`src/rtl/parser_ingress_arbiter.sv`:
```
// Frame-granular round-robin arbiter that shares one header parser between
// NUM_PORTS AXI-Stream ingress ports and tags each frame with its source port.
module parser_ingress_arbiter #(
    parameter int NUM_PORTS = 4,
    parameter int DATA_W    = 64,
    parameter int TAG_DEPTH = 4,
    localparam int ID_W     = $clog2(NUM_PORTS)
) (
    input  logic                        aclk,
    input  logic                        areset,
    input  logic [NUM_PORTS*DATA_W-1:0] s_axis_tdata,
    input  logic [NUM_PORTS-1:0]        s_axis_tvalid,
    input  logic [NUM_PORTS-1:0]        s_axis_tlast,
    output logic [NUM_PORTS-1:0]        s_axis_tready,
    output logic [DATA_W-1:0]           m_axis_tdata,
    output logic                        m_axis_tvalid,
    output logic                        m_axis_tlast,
    input  logic                        m_axis_tready,
    output logic [ID_W-1:0]             m_axis_tid,
    input  logic                        header_done,
    output logic [ID_W-1:0]             hdr_src_id,
    output logic                        hdr_src_valid,
    output logic                        tag_full,
    output logic                        tag_err,
    output logic                        busy
);

    localparam int PW = $clog2(TAG_DEPTH);
    localparam int CW = PW + 1;
    localparam int unsigned NP_U = NUM_PORTS;

    typedef enum logic {IDLE, XFER} state_t;

    state_t          state;
    logic [ID_W-1:0] grant;
    logic [ID_W-1:0] last_grant;
    logic [ID_W-1:0] pick;
    logic [ID_W-1:0] cand;
    logic            pick_valid;
    logic            push;
    logic            pop;
    logic            beat_last;

    logic [ID_W-1:0] tag_mem [TAG_DEPTH];
    logic [PW-1:0]   wr_ptr;
    logic [PW-1:0]   rd_ptr;
    logic [CW-1:0]   count;

    // First requester searching upward from the port after the last winner.
    always_comb begin
        pick_valid = 1'b0;
        pick       = '0;
        cand       = '0;
        for (int unsigned off = 1; off <= NP_U; off++) begin
            cand = ID_W'((32'(last_grant) + off) % NP_U);
            if (!pick_valid && s_axis_tvalid[cand]) begin
                pick_valid = 1'b1;
                pick       = cand;
            end
        end
    end

    assign push      = (state == IDLE) && pick_valid && !tag_full;
    assign beat_last = (state == XFER) && m_axis_tvalid && m_axis_tready && m_axis_tlast;
    assign pop       = header_done && (count != '0);

    always_comb begin
        m_axis_tdata  = '0;
        m_axis_tvalid = 1'b0;
        m_axis_tlast  = 1'b0;
        s_axis_tready = '0;
        if (state == XFER) begin
            m_axis_tdata         = s_axis_tdata[32'(grant)*DATA_W +: DATA_W];
            m_axis_tvalid        = s_axis_tvalid[grant];
            m_axis_tlast         = s_axis_tlast[grant];
            s_axis_tready[grant] = m_axis_tready;
        end
    end

    assign m_axis_tid = grant;
    assign busy       = (state == XFER);

    always_ff @(posedge aclk or posedge areset) begin
        if (areset) begin
            state      <= IDLE;
            grant      <= '0;
            last_grant <= ID_W'(NUM_PORTS - 1);
        end else begin
            case (state)
                IDLE: begin
                    if (push) begin
                        grant <= pick;
                        state <= XFER;
                    end
                end
                XFER: begin
                    if (beat_last) begin
                        last_grant <= grant;
                        state      <= IDLE;
                    end
                end
                default: state <= IDLE;
            endcase
        end
    end

    always_ff @(posedge aclk) begin
        if (push) begin
            tag_mem[wr_ptr] <= pick;
        end
    end

    always_ff @(posedge aclk or posedge areset) begin
        if (areset) begin
            wr_ptr  <= '0;
            rd_ptr  <= '0;
            count   <= '0;
            tag_err <= 1'b0;
        end else begin
            if (push) begin
                wr_ptr <= wr_ptr + 1'b1;
            end
            if (pop) begin
                rd_ptr <= rd_ptr + 1'b1;
            end
            case ({push, pop})
                2'b10:   count <= count + 1'b1;
                2'b01:   count <= count - 1'b1;
                default: count <= count;
            endcase
            if (header_done && (count == '0)) begin
                tag_err <= 1'b1;
            end
        end
    end

    assign hdr_src_id    = tag_mem[rd_ptr];
    assign hdr_src_valid = (count != '0);
    assign tag_full      = (count == CW'(TAG_DEPTH));

endmodule

```
`config.mk`:
```
export PLATFORM = sky130hd
export DESIGN_NAME = parser_ingress_arbiter
export DESIGN_NICKNAME = d
export VERILOG_FILES = /design/src/rtl/parser_ingress_arbiter.sv
export SDC_FILE = /design/constraint.sdc
export NUM_CORES = 1
export LEC_CHECK = 0
export ABC_CLOCK_PERIOD_IN_PS = 3200
export CAP_MARGIN = 20
export CORE_AREA = 2 2 133 135
export CTS_CLUSTER_DIAMETER = 50
export DETAILED_ROUTE_END_ITERATION = 8
export DIE_AREA = 0 0 135 137
export PLACE_DENSITY_LB_ADDON = 0.12
export REMOVE_ABC_BUFFERS = 1
export SETUP_SLACK_MARGIN = 0.4
export SLEW_MARGIN = 20
export SYNTH_ARGS = -nofsm -noshare
export SYNTH_HDL_FRONTEND = slang
export SYNTH_SLANG_ARGS = --single-unit
export TNS_END_PERCENT = 30
```
`constraint.sdc`:
```
create_clock -name aclk -period 3.2 [get_ports aclk]
set_clock_uncertainty 0.05 [all_clocks]
set_input_delay 0.64 -clock aclk [delete_from_list [all_inputs] [get_ports aclk]]
set_output_delay 0.64 -clock aclk [all_outputs]
set_load 0.01 [all_outputs]
```
Yosys cells after proc, flatten, opt, wreduce, memory -nomap -nowiden
Memories as Yosys holds them, arrays and structs flattened.
Index checks and enable logic that the tools add are counted.
{ "word_totals": {"ff_bits": 13, "ramBits": 8, "input_bits": 268, "out_inout_bits": 78, "elab_cells": 79, "memories": 1} }
{ "classes": {"n_addsub": 8, "order_cmp": 6, "n_eq_ne": 3, "shifts": 1, "muxes": 31, "bitwise": 2, "reduce_logical": 20} }
{ "mem_list": {"columns": ["memory", "words", "width", "read_ports", "rd_clocked_by_memory_dff", "write_ports", "line", "source"], "rows": [
  ["tag_mem", 4, 2, 1, 0, 1, "44", "logic [ID_W-1:0] tag_mem [TAG_DEPTH];"]
]} }
{ "ops": {"columns": ["operator", "n"], "rows": [
  ["$shiftx 256x9->64", 1],
  ["$mux 64", 1],
  ["$mux 1", 16],
  ["$lt 2x3->1 const B", 5],
  ["$bmux 1 s2", 6],
  ["$logic_and 1x1->1", 11],
  ["$add 2x1->2 const B", 4],
  ["$mux 2", 4],
  ["$pmux 3 s2", 1],
  ["$add 2x2->2 const B", 2],
  ["$and 4x4->4", 1],
  ["$logic_not 1->1", 4],
  ["$mux 4", 1],
  ["$reduce_and 2->1", 2],
  ["$add 3x1->3 const B", 1],
  ["$eq 3x3->1 const B", 1],
  ["$logic_not 3->1", 1],
  ["$reduce_bool 3->1", 1],
  ["$sub 3x1->3 const B", 1],
  ["$demux 1 s2", 1],
  ["$eq 2x1->1 const B", 1],
  ["$eq 2x2->1 const B", 1],
  ["$ge 2x1->1 const B", 1],
  ["$pmux 1 s2", 1],
  ["2 further kinds", 2]
]} }

Logic depth before layout (Yosys ltp)
Gate-level depths: netlist of run 1.
{ "depth": {"ltp_word": 17, "depth_mapped": 10, "mapped_depth_nobuf": 9} }

Least setup slack after synthesis of run 1
OpenSTA, ideal clock, no wires.
{ "synth_timing": {"path_type": "input to register", "startpoint": "in s_axis_tvalid[1]", "endpoint": "reg count[2]", "setup_time_ns": 0.079, "t_arrival_ns": 2.267, "t_required_ns": 3.071, "path_slack_ns": 0.804, "stages": 10, "path_buffers": 1, "path_cell_list": "nor4_1 -> nor3_1 -> buf_2 -> inv_1 -> ha_1 -> inv_1 -> fa_1 -> xor2_1 -> nor2_1 -> xor2_1"} }
{ "synth_via": {"elab_chain_cells": 16, "word_cells_on_any_way": 24, "cone_classes": "eq/ne: 2; mux: 13; reduce/logical: 9"} }
{ "synth_lines": {"columns": ["element", "line", "source"], "rows": [
  ["start, declared", "12", "input logic [NUM_PORTS-1:0] s_axis_tvalid,"],
  ["$bmux 1 s2", "56", "if (!pick_valid && s_axis_tvalid[cand]) begin"],
  ["$mux 1 (not written as such)", "56", null],
  ["$mux 1", "56", null],
  ["$logic_not 1->1", "56", null],
  ["$logic_and 1x1->1", "56", null],
  ["$mux 1", "56", null],
  ["$logic_not 1->1", "56", null],
  ["$logic_and 1x1->1", "56", null],
  ["$mux 1", "56", null],
  ["$logic_not 1->1", "56", null],
  ["$logic_and 1x1->1", "56", null],
  ["$mux 1 *", "56", null],
  ["$logic_and 1x1->1 * (2 in series)", "63", "assign push = (state == IDLE) && pick_valid && !tag_full;"],
  ["$eq 2x1->1 / $eq 2x2->1 (equally long branches)", "126", "case ({push, pop})"],
  ["$pmux 3 s2 / $reduce_bool 2->1 (equally long branches)", null, null],
  ["end signal, assigned", "127", "2'b10: count <= count + 1'b1;"],
  ["end signal, assigned", "128", "2'b01: count <= count - 1'b1;"],
  ["end signal, assigned", "129", "default: count <= count;"],
  ["end, declared", "47", "logic [CW-1:0] count;"]
]} }
Every way passes the cells marked *; elsewhere a longest branch is shown, timed or not. The select of a mux whose other input is x is not followed.
A chain may end at the register's enable or synchronous reset.

Worst setup path after layout of run 1
{ "layout_timing": {"startpoint": "in s_axis_tdata[195]", "endpoint": "out m_axis_tdata[3]"} }
{ "layout_via": {"elab_chain_cells": 2} }
{ "layout_lines": {"columns": ["element", "line", "source"], "rows": [
  ["start, declared", "11", "input logic [NUM_PORTS*DATA_W-1:0] s_axis_tdata,"],
  ["$shiftx 256x9->64", "73", "m_axis_tdata = s_axis_tdata[32'(grant)*DATA_W +: DATA_W];"],
  ["$mux 64", "72", "if (state == XFER) begin"],
  ["end, declared", "15", "output logic [DATA_W-1:0] m_axis_tdata,"]
]} }
Every way passes these cells.

==> metrics, run 1 <==
DP HPWL 16600 um; Die Area 18500 um^2; Vias 3663; Hold Slack 427 ps; Area Overhead vs Synth 132%; share of cells above drive strength 1 0.180; mux contribution to synthesized area 0.516; crit-path most repeated cell clkdlybuf4s50_1; core box area 17100 um^2; Fill cells 1635; CTS Hold Bufs 0; # placed instances 807; Mapped Area 3070 um^2; Critical Path AT 2270 ps; P per Cell Area 707 nW/um^2; Slew Viols, Final 0; first-pass GRT wire length 26300 um; crit-path max cell delay 490 ps; Post-Synth Simple-Gate Area 0.187; GPL Wtd Cong 1.00; final core utilization 0.418; Compound-Gate Fraction of Synth Area 0.0151; DRC Markers 0; # setup viols final 0; Non-Filler Instances 823; Hold WC Path Type register to register; main combinational cell family by area after synthesis multiplexers; busiest grt layer met2; Adder-Cell Fraction of Synth Area 0.0269; GR Util met1 0.229; Slew @ Worst Pin 499 ps; Final Cell Area 7130 um^2; Clock Latency Late Sink 250 ps; post-route ant nets 0; VDD IR-drop max 376 uV; critical path type input pin to output pin; pin count of the biggest net entering global routing 35; Root Driver clkbuf_16; proportion of synthesized chip area in sequential cells 0.185; Post-Synth XOR/XNOR Area 0.0171; Layout Nets 871; vias per std cell 4.45; initial antenna violation count 6; htree depth 1; fin crit share 0.925; post-layout minimum cycle time 2960 ps; Max-slew headroom 0.667; DRT Pass-1 Iters 4; Max Cap Viol 0; Leak 2.84 nW; crit end category output pin; met3 Use GR 0.0622; CTS tree yes; buffer and inverter count on the worst path 2; Max FO, Critical Path 1; average size of a mapped cell 12.6 um^2; RSZ-0062 raised after global routing yes; clock transition at the registers of the reported paths 50 ps; Global Route Usage Sum 0.196; Largest delay share family, worst path buffers and inverters; Max Fclk 338 MHz; synth unique cells 32; Final Hold Viols 0; startpoint types input pin; grt ovf 0; Die Wd 135 um; Cell Rows 48; Worst path slowest cell clkdlybuf4s50_1; I/O pin cnt 346; placed cell area 6880 um^2; Num CTS Buffers 3; final WL 19600 um; Gate Count Post-Synth 244; crit path cell chain clkdlybuf4s50_1, mux4_2, and2_1, clkdlybuf4s50_1; synth warn 0; Req. time, crit path 2510 ps; CTS Buffer Depth 2; number of port buffers 345; status finished, final reports clean; Avg WL per Cell 23.8 um; Initial Utilization 0.180; TritonCTS Sinks 21; height of the chip 137 um; Detailed Route Iter0 Violations 163; global routing usage on met2 0.358; Synth Register Bits 21; number of global-route vias before repair 3736
==> registers in the layout (all words and copies together) (netlist names) <==
name,cells
tag_mem,8
count,3
last_grant,2
m_axis_tid,2
rd_ptr,2
wr_ptr,2
busy,1
tag_err,1
==> synthesized netlist by cell type (all sizes together) <==
cell | n | share of area
inv | 10 | 0.012
buf | 12 | 0.026
xor2 | 3 | 0.0086
and2 | 72 | 0.15
fa | 1 | 0.0065
nor3b | 2 | 0.0049
nand3 | 2 | 0.0049
dfstp | 2 | 0.017
mux4 | 68 | 0.50
a31oi | 1 | 0.0020
o21ai | 1 | 0.0016
nor4 | 1 | 0.0020
a21oi | 4 | 0.0065
nor3 | 4 | 0.0065
xnor2 | 3 | 0.0086
a21o | 1 | 0.0024
clkbuf | 12 | 0.015
edfxtp | 8 | 0.078
mux2 | 3 | 0.011
mux2i | 2 | 0.0065
nor2 | 7 | 0.0086
nand2 | 5 | 0.0061
o21bai | 1 | 0.0024
nand2b | 2 | 0.0041
dfrtp | 11 | 0.090
or3 | 1 | 0.0020
ha | 5 | 0.020
==> cells by family after synthesis <==
group | Yosys count
AND/OR/NAND/NOR | 96
multiplexers | 73
buffers and inverters | 34
flip-flops | 21
AO/OA/AOI/OAI | 8
XOR/XNOR | 6
adder cells (fa/ha/maj) | 6
==> power breakdown <==
| part | switching, W | leakage, nW | internal, W |
|---|---|---|---|
| clock network | 0.0000913 | 0.0409 | 0.000168 |
| registers | 0.000182 | 0.217 | 0.000419 |
| logic | 0.00159 | 2.58 | 0.00259 |
| total | 0.00187 | 2.84 | 0.00318 |
==> path summary, 6_finish.rpt <==
path	startpoint	end	slack (ps)	cells after the start
setup / recovery	s_axis_tdata[195]	m_axis_tdata[3]	240	4
hold / removal	tag_err$_DFFE_PP0P_	tag_err$_DFFE_PP0P_	430	1
setup reg to reg	count[1]$_DFFE_PP0P_	count[2]$_DFFE_PP0P_	1050	9
hold reg to reg	tag_err$_DFFE_PP0P_	tag_err$_DFFE_PP0P_	430	1
max in group asynchronous	areset	m_axis_tid[1]$_DFFE_PP0P_	2060	2
min in group asynchronous	areset	tag_err$_DFFE_PP0P_	670	2
==> metal layers <==
metal | vias up | share of wire
met5 | - | 0.0026
met4 | 8 | 0.011
met3 | 18 | 0.077
met2 | 147 | 0.53
met1 | 1839 | 0.38
li1 | 1651 | -
==> area by class of cell <==
type / instances / area (um^2) / area share
clock buffers: 3 / 75.1 / 0.0105
clock inverters: 1 / 5.00 / 0.000702
well taps: 225 / 282 / 0.0395
inverters: 10 / 37.5 / 0.00527
multi-input cells: 189 / 2340 / 0.328
diodes: 2 / 5.00 / 0.000702
repair buffers: 372 / 3810 / 0.534
flip-flops and latches: 21 / 577 / 0.0809
==> per-stage QoR <==
| step | worst slack (ps) | total power (W) | TNS, ps |
|---|---|---|---|
| 3_3_place_gp | 195 | 0.00470 | 0 |
| 5_1_grt | 203 | 0.00539 | 0 |
| 6_report | 239 | 0.00504 | 0 |
| 2_1_floorplan | -1100 | 0.00268 | -76340 |
| 4_1_cts | 235 | 0.00507 | 0 |
| 3_5_place_dp | 175 | 0.00473 | 0 |
==> layout by cell type, fill, tap and decap left out, drive strengths merged, types with 2 or more instances in the layout <==
master	count
nor3b	2
ha	5
dfrtp	11
nor2	7
nand2b	2
nor3	4
edfxtp	8
dlygate4sd2	5
xor2	3
a21oi	4
buf	25
nand3	2
and2	72
diode	2
inv	10
mux4	68
xnor2	3
mux2i	2
dfstp	2
clkbuf	4
dlymetal6s2s	20
mux2	3
nand2	5
clkdlybuf4s50	320
==> worst reg2reg max path: stages (launching register included) <==
cell and delay (ps):
dfrtp_1 400, nor3b_1 400, nor3_1 110, inv_1 80, ha_1 180, inv_1 60
fa_1 370, xor2_1 150, nor2_1 110, xor2_1 160
==> what timing repair did <==
action,CTS,global route
endpoints found under the setup margin,66,64
hold endpoints to repair,0,0
gates resized for setup,5,21
cloned,1,1
setup buffers,2,6
No activity file was read; power rests on OpenSTA's default activity.
==> run 2: changes to the inputs <==
--- a/config.mk
+++ b/config.mk
@@ -5,14 +5,14 @@
 export SDC_FILE = /design/constraint.sdc
 export NUM_CORES = 1
 export LEC_CHECK = 0
+export ABC_AREA = 1
 export ABC_CLOCK_PERIOD_IN_PS = 3200
 export CAP_MARGIN = 20
-export CORE_AREA = 2 2 133 135
+export CORE_AREA = 2 2 136 138
 export CTS_CLUSTER_DIAMETER = 50
 export DETAILED_ROUTE_END_ITERATION = 8
-export DIE_AREA = 0 0 135 137
+export DIE_AREA = 0 0 138 140
 export PLACE_DENSITY_LB_ADDON = 0.12
-export REMOVE_ABC_BUFFERS = 1
 export SETUP_SLACK_MARGIN = 0.4
 export SLEW_MARGIN = 20
 export SYNTH_ARGS = -nofsm -noshare
==> metrics, run 2 <==
largest register by flop count tag_mem; Gate Count Post-Synth 468; Cell Rows 49; proportion of synthesized chip area in sequential cells 0.196; Hold Crit Start tag_err$_DFFE_PP0P_; synth warn 0; pin count of the biggest net entering global routing 40; synth unique cells 30; reg2reg path depth 14; Num CTS Buffers 3; CTS Buffer Depth 2; Vias 4784; commonest cells in the netlist 187 x nand2_1, 64 x a22oi_1, 64 x a31oi_1; Detailed Route Iter0 Violations 166; r2r startpoint last_grant[0]$_DFFE_PP1P_; CTS tree yes; Max Fclk 345 MHz; fin crit share 0.907; Multi-input gate area 2000 um^2; I/O pin cnt 346; startpoint types register; Async S/R FF share, synth 0.619; post-route ant nets 0; Hold Slack 444 ps; Final Hold Viols 0; number of global-route vias before repair 4590; Layout Nets 1074; Leak 2.71 nW; reg2reg end count[2]$_DFFE_PP0P_; RSZ-0062 raised after global routing yes; status finished, final reports clean; final WL 20800 um; number of port buffers 345; P per Cell Area 761 nW/um^2; ys flop type dfrtp_1; reg2reg setup slack 710 ps; Initial Utilization 0.163; Synth Register Bits 21; Hold Path End tag_err$_DFFE_PP0P_; crit end category output pin; Post-synth EDFFs 8; commonest non-fill, non-tap cell in the layout clkdlybuf4s50_1; DRT Pass-1 Iters 4; Root Driver clkbuf_16; DRC Markers 0; Clock Latency Late Sink 250 ps; Die Wd 138 um; DP HPWL 16400 um; Slew @ Worst Pin 554 ps; first-pass GRT wire length 29500 um; Max Cap Viol 0; critical path type register to output pin; Req. time, crit path 2510 ps; post-layout minimum cycle time 2900 ps; grt ovf 0; Max FO, Critical Path 22; Area Overhead vs Synth 135%; Avg WL per Cell 20.1 um; clock transition at the registers of the reported paths 60 ps; TritonCTS Sinks 21; top-count cell post-synth nand2_1; max FFs per register 8; Synthesized Nets 742; GPL Wtd Cong 0.942; Global Route Usage Sum 0.198; flip-flop and latch area 569 um^2; vias per std cell 4.64; Hold WC Path Type register to register; Mapped Area 2900 um^2; worst hold path depth 1; Max-slew headroom 0.631; core box area 17800 um^2; setup TNS 0 ps; most frequent cells in the layout 319 x clkdlybuf4s50_1, 187 x nand2_1, 64 x a22oi_1, 64 x a31oi_1, 27 x inv_1; VDD IR-drop max 419 uV; Synth top area share 0.242; Synth area leader nand2_1; largest cells by area after synthesis nand2_1 24%, a22oi_1 17%, a31oi_1 14%; average size of a mapped cell 6.20 um^2; initial antenna violation count 10; share of cells above drive strength 1 0.0513; # setup viols final 0; Top Registers tag_mem: 8 flops, count: 3 flops; htree depth 1; height of the chip 140 um; Critical Path AT 2210 ps; Slew Viols, Final 0; Die Area 19300 um^2; Fill cells 1828
run 2: critical path: stages, from the launching register on:
cell and delay [ps]:
dfrtp_1 440, buf_4 190, nor2_4 190, buf_12 150, buf_16 160, a22oi_1 100
a31oi_1 160, clkdlybuf4s50_1 560
run 2: worst max-delay path by stage:
| stage | start | to | slack, ps | cells after the start |
|---|---|---|---|---|
| CTS | m_axis_tid[1]$_DFFE_PP0P_ | m_axis_tdata[30] | 300 | 7 |
| detailed placement | s_axis_tvalid[1] | count[2]$_DFFE_PP0P_ | 290 | 14 |
| finish | m_axis_tid[1]$_DFFE_PP0P_ | m_axis_tdata[0] | 300 | 7 |
| global route | m_axis_tid[1]$_DFFE_PP0P_ | m_axis_tdata[33] | 190 | 7 |
| floorplan | last_grant[0]$_DFFE_PP1P_ | count[2]$_DFFE_PP0P_ | 790 | 16 |
| global placement | s_axis_tvalid[3] | count[2]$_DFFE_PP0P_ | 300 | 14 |
run 2: power by group:
group	switching [W]	leakage, nW	total, W	internal [W]
combinational	0.00225	2.46	0.00441	0.00215
sequential	0.000101	0.220	0.000526	0.000425
clock	0.0000952	0.0371	0.000264	0.000169
total	0.00245	2.71	0.00520	0.00275
run 2: layer usage:
metal / part of all wire / up-vias / track usage
li1: - / 2317 / -
met1: 0.41 / 2206 / 0.243
met2: 0.49 / 223 / 0.342
met3: 0.093 / 24 / 0.0745
met4: 0.010 / 14 / 0.0209
met5: 0.0038 / - / 0
run 2: per-stage QoR:
step,util,instances,total power (W),area [um^2],setup WS [ps]
2_1_floorplan,-,468,0.00265,2900,792
4_1_cts,0.382,1028,0.00529,6790,300
3_3_place_gp,0.370,1016,0.00480,6580,301
3_5_place_dp,0.370,1016,0.00482,6580,290
5_1_grt,0.384,1028,0.00557,6820,191
6_report,0.384,1031,0.00520,6830,298
run 2: kinds of logic after synthesis:
family          Yosys count  synth area share
xor+xnor                  3           0.00905
fa+ha+maj                 6            0.0284
flops                    21             0.196
compound gates          142             0.331
buf+inv                  68             0.125
simple gates            228             0.312
run 2: repair_timing:
action,in CTS,in global routing
setup endpoints to repair,66,53
cloned,2,0
setup buffers,6,0
resized for setup,25,12
hold buffers,0,0
pin swaps,2,0
run 2: cell type report:
cell class,instances,area share
clock buffer,3,0.0110
antenna,3,0.00110
inverter,31,0.0178
multi-input combinational,379,0.292
tap,229,0.0420
timing repair buffer,364,0.551
clock inverter,1,0.00110
sequential,21,0.0834
